## config.mk

```make
export PLATFORM = sky130hd
export DESIGN_NAME = fetch_steer_ctrl
export DESIGN_NICKNAME = d
export VERILOG_FILES = /design/src/rtl/fetch_steer_ctrl.sv
export SDC_FILE = /design/constraint.sdc
export NUM_CORES = 1
export LEC_CHECK = 0
export CAP_MARGIN = 25
export CORE_ASPECT_RATIO = 1.2
export CORE_MARGIN = 1.5
export CORE_UTILIZATION = 40
export DETAILED_ROUTE_END_ITERATION = 6
export PLACE_DENSITY = 0.56
export SLEW_MARGIN = 0
export SYNTH_ARGS = -nofsm -noshare
export SYNTH_HDL_FRONTEND = slang
export SYNTH_SLANG_ARGS = --single-unit
```

## constraint.sdc

```tcl
create_clock -name clk -period 2.7 [get_ports clk]
set_input_delay 0.54 -clock clk [delete_from_list [all_inputs] [get_ports clk]]
set_output_delay 0.54 -clock clk [all_outputs]
set_load 0.03 [all_outputs]
```

## src/rtl/fetch_steer_ctrl.sv

```systemverilog
// fetch_steer_ctrl: branch prediction steering, hazard stall/flush, halt detection and mispredict counting for fetch
module fetch_steer_ctrl (
  input  logic       clk,
  input  logic       reset,
  input  logic [4:0] if_pc,
  input  logic       hz_stall,
  input  logic       ex_valid,
  input  logic       ex_is_branch,
  input  logic [4:0] ex_pc,
  input  logic       ex_taken,
  input  logic [4:0] ex_target,
  input  logic       ex_pred_taken,
  input  logic [4:0] ex_pred_target,
  output logic       pc_sel,
  output logic [4:0] pc_target,
  output logic       pred_taken,
  output logic       fetch_stall,
  output logic       ifid_clr,
  output logic       idex_clr,
  output logic       halted,
  output logic [7:0] mispredict_cnt
);
  typedef enum logic [1:0] {INIT, RUN, HALT} state_t;
  state_t state_q, state_d, st;
  logic [3:0] idx_q, idx_d, li, ui;
  logic [7:0] mcnt_q, mcnt_d;
  logic [15:0] valid_q, valid_d, tag_q, tag_d;
  logic [4:0] tgt_q [16];
  logic [4:0] tgt_d [16];
  logic [1:0] cnt_q [16];
  logic [1:0] cnt_d [16];
  logic br, mis, hit, upd_hit;
  assign mispredict_cnt = mcnt_q;
  always_comb begin
    st = reset ? INIT : state_q;
    li = if_pc[3:0];
    ui = ex_pc[3:0];
    br = ex_valid & ex_is_branch;
    mis = st == RUN & br & (ex_taken != ex_pred_taken | (ex_taken & ex_target != ex_pred_target));
    hit = valid_q[li] & tag_q[li] == if_pc[4];
    upd_hit = valid_q[ui] & tag_q[ui] == ex_pc[4];
    state_d = st;
    idx_d = idx_q;
    mcnt_d = mcnt_q;
    valid_d = valid_q;
    tag_d = tag_q;
    tgt_d = tgt_q;
    cnt_d = cnt_q;
    pc_sel = 1'b0;
    pc_target = 5'd0;
    pred_taken = 1'b0;
    fetch_stall = 1'b0;
    ifid_clr = 1'b0;
    idex_clr = 1'b0;
    halted = st == HALT;
    if (st == INIT) begin
      fetch_stall = 1'b1;
      ifid_clr = 1'b1;
      valid_d[idx_q] = 1'b0;
      cnt_d[idx_q] = 2'b01;
      idx_d = idx_q + 4'd1;
      state_d = idx_q == 4'd15 ? RUN : INIT;
    end else if (st == HALT) begin
      fetch_stall = 1'b1;
    end else begin
      if (mis) begin
        pc_sel = 1'b1;
        pc_target = ex_taken ? ex_target : ex_pc + 5'd1;
        ifid_clr = 1'b1;
        idex_clr = 1'b1;
      end else if (hz_stall) begin
        fetch_stall = 1'b1;
        idex_clr = 1'b1;
      end else if (hit & cnt_q[li][1]) begin
        pc_sel = 1'b1;
        pc_target = tgt_q[li];
        pred_taken = 1'b1;
      end
      if (mis & mcnt_q != 8'hff) mcnt_d = mcnt_q + 8'd1;
      if (br & ex_taken) begin
        valid_d[ui] = 1'b1;
        tag_d[ui] = ex_pc[4];
        tgt_d[ui] = ex_target;
        cnt_d[ui] = !upd_hit ? 2'b10 : cnt_q[ui] == 2'b11 ? 2'b11 : cnt_q[ui] + 2'd1;
        state_d = ex_target == ex_pc ? HALT : RUN;
      end else if (br & upd_hit) begin
        cnt_d[ui] = cnt_q[ui] == 2'b00 ? 2'b00 : cnt_q[ui] - 2'd1;
      end
    end
  end
  always_ff @(posedge clk) begin
    if (reset) begin
      state_q <= INIT;
      idx_q <= 4'd0;
      mcnt_q <= 8'd0;
    end else begin
      state_q <= state_d;
      idx_q <= idx_d;
      mcnt_q <= mcnt_d;
    end
    valid_q <= valid_d;
    tag_q <= tag_d;
    tgt_q <= tgt_d;
    cnt_q <= cnt_d;
  end
endmodule

```

==> impl_metrics.json <==
{
  "period_share_pct": 114,
  "place_inst": 978,
  "peakVddDrop_mv": 0.464,
  "first_iter_violations": 574,
  "syn_inst": 630,
  "hold_path.class": "input pin to register",
  "clock_power_share_pct": 38.6,
  "outcome": "finished, violations left",
  "dieArea_sq_um": 21100,
  "final_cells": 1016,
  "holdPathStages": 1,
  "fillCellCount": 1680,
  "rsz0062_at_grt": "yes",
  "grt_start_max_net_pins": 36,
  "combPwrFrac_pct": 13.6,
  "final_common_cell": "edfxtp_1",
  "finClkSkew_ns": 0.0114,
  "drive_gt1_share_pct": 28.9,
  "multiInputGateArea_sq_um": 3300,
  "synth_warnings": 0,
  "crit_required_ns": 2.16,
  "wl_mm": 22.8,
  "finalNetCount": 778,
  "end_kind": "output port",
  "powerDensity_nw_per_um2": 600,
  "worstPathArrival_ns": 2.53,
  "cts.sinks": 158,
  "ios": 46,
  "path_depth": 7,
  "die_w_microns": 133,
  "syn-mean-instance-area_sq_um": 12.9,
  "dp_hpwl_mm": 16.4,
  "core-area_sq_um": 19700,
  "tns_ns": -2.40,
  "antennaDiodeCount": 0,
  "p_leak_nw": 3.70,
  "grt.overflow.total": 0,
  "ys_types": 56,
  "synthFlopType": "edfxtp_1",
  "fp-row-count": 56,
  "drcViolationCount": 0,
  "design_power_total_mw": 6.14,
  "vias_per_cell": 5.67,
  "grt_pass1_wl_mm": 34.8,
  "clkTransAtPathRegs_ns": 0.07,
  "violations": "negative setup slack",
  "hold_buffers": 0,
  "seq_area_sq_um": 4600,
  "cts_tree": "done",
  "cts_htree_levels": 4,
  "cpPeakStageDelay_ns": 0.50,
  "crit_type": "register to output port",
  "p_int_mw": 4.55,
  "startpoint_type": "register",
  "layout_common_cells": "edfxtp_1, buf_4, nand2_1, nand3_1, nor2_1",
  "pwr-share-seq_pct": 47.8,
  "vias": 5761,
  "synth_edf_count": 144,
  "grt_pass1_vias": 5852,
  "max_slew_margin_pct": 50.7,
  "grt_usage_pct": 22.0,
  "netSwitchingPower_mw": 1.60,
  "antenna_left": 0,
  "max_cap_violations": 0,
  "setup_viol": 7,
  "synth_area_sq_um": 8100,
  "portBuffers": 45,
  "area_delta_synth_final_pct": 26.4,
  "start_util_pct": 41.2,
  "avgRoutedWirePerCell_microns": 22.4,
  "crit_family": "multiplexers",
  "max_freq_mhz": 326,
  "path_buf_inv": 2,
  "drv_slew": 0,
  "synth_nets": 666,
  "firstDrtPassIters": 6,
  "hold_viol": 0,
  "path_cells": "mux4_2, mux4_2, xnor2_2, nand4_1, buf_6, o22ai_4, buf_6",
  "cp_slowest_cell": "mux4_2",
  "synth-seq-cells": 158,
  "post-route-min-period_ns": 3.07,
  "reg2reg_depth": 9,
  "clk_path_buf_depth": 2,
  "p_sw_share_pct": 26.0,
  "tightest_slew_ns": 0.738,
  "cts_buffers": 17,
  "place_ws_ns": -0.589,
  "insertion_delay_ns": 0.44,
  "synthArstFlopShare_pct": 0,
  "path_max_fanout": 7,
  "timing.final.ws_setup_ns": -0.367,
  "gp_congestion": 0.864,
  "antenna_found_initial": 0,
  "dieHeight_microns": 159,
  "cts-root-buf": "clkbuf_16",
  "synth-seq-area-share_pct": 56.8
}
[stage by stage]
stage               instance area [sq um]  utilization (%)  hold WS (ns)
floorplan                            8160                -         0.477
global placement                     9470             48.1         0.491
detailed placement                   9470             48.1         0.510
CTS                                 10100             51.5         0.520
global route                        10200             52.0         0.396
finish                              10200             52.0         0.391
[worst paths after layout]
| check | slack (ns) | from | endpoint |
|---|---|---|---|
| max | -0.37 | tag_q[11] | pc_target[2] |
| min | 0.39 | ex_target[4] | tgt_q[49] |
| max reg2reg | 0.29 | tag_q[10] | cnt_q[11] |
| min reg2reg | 0.52 | idx_q[1] | idx_q[1] |
[flip-flops by register name, indices dropped and copies added (netlist names)]
| signal | flops |
|---|---|
| cnt_q | 32 |
| idx_q | 4 |
| tag_q | 16 |
| state_q | 2 |
| valid_q | 16 |
| mispredict_cnt | 8 |
| tgt_q | 80 |
[routing by layer]
metal  share of wire [%]  track usage, %  vias to the layer above
li1                    -               -                     2633
met1                  41            28.3                     2878
met2                  52            37.5                      214
met3                 5.0            3.90                       36
met4                 2.2            7.64                        0
met5                   0               0                        -
[Yosys cell counts (2+ instances only)]
| cell type | number | share of area (%) |
|---|---|---|
| edfxtp_1 | 144 | 53 |
| nand2_1 | 66 | 3.1 |
| nand3_1 | 50 | 3.1 |
| nor2_1 | 42 | 1.9 |
| a21oi_1 | 37 | 2.3 |
| mux4_2 | 33 | 9.2 |
| clkbuf_1 | 27 | 1.3 |
| o21ai_0 | 18 | 1.1 |
| mux2i_1 | 16 | 2.0 |
| xnor2_1 | 15 | 1.6 |
| dfxtp_1 | 14 | 3.5 |
| inv_1 | 13 | 0.60 |
| o22ai_1 | 11 | 0.85 |
| o22ai_2 | 11 | 1.7 |
| xor2_1 | 11 | 1.2 |
| ha_1 | 9 | 1.4 |
| o21ai_1 | 9 | 0.56 |
| a31oi_1 | 8 | 0.62 |
| buf_2 | 8 | 0.49 |
| a2bb2oi_1 | 6 | 0.65 |
| nor2b_1 | 6 | 0.46 |
| o31ai_1 | 6 | 0.56 |
| and3_1 | 5 | 0.39 |
| mux2_2 | 5 | 0.69 |
| nand4_1 | 5 | 0.39 |
| o211ai_1 | 5 | 0.46 |
| buf_1 | 4 | 0.19 |
| mux4_1 | 4 | 1.3 |
| a22oi_1 | 3 | 0.28 |
| buf_6 | 3 | 0.42 |
| nor3_1 | 3 | 0.19 |
| o31ai_2 | 3 | 0.46 |
| a22o_1 | 2 | 0.22 |
| buf_12 | 2 | 0.49 |
| buf_4 | 2 | 0.19 |
| clkbuf_2 | 2 | 0.12 |
| mux2_4 | 2 | 0.37 |
| or3_1 | 2 | 0.15 |
[power groups by stage]
stage	clock [mW]	combinational (mW)	sequential (mW)
final	2.37	0.835	2.94
after floorplan	0	0.503	2.93
after global placement	0	0.798	2.98
after detailed placement	0	0.809	2.99
after global routing	2.49	0.894	2.94
after CTS	2.40	0.824	2.93
[cell families (layout without fill, tap and decap cells)]
logic type                 count (synthesis)  count (layout)  synth area share, %
and+or+nand+nor                          189             189                 10.6
DFF                                      158             158                 56.8
AOI/OAI and AO/OA                        126             126                 11.0
buffers and inverters                     62             187                 3.92
muxes                                     60              60                 13.5
xor gates and xnor gates                  26              26                 2.81
adders and majority gates                  9               9                 1.39
[timing repair]
item                                    4_1_cts  5_1_grt
endpoints found under the setup margin       10       54
cloned                                        1        1
setup buffers                                 3        1
pin swaps                                     3        3
gates resized for setup                      17       16
[final cells by class]
class	count	share of cell area [%]
well taps	261	3.19
inverters	13	0.476
repair buffers	142	13.6
flip-flops and latches	158	45.0
clock buffers	19	4.32
multi-input cells	410	32.2
clock inverters	13	1.27
Power figures use the tool's default switching activity.
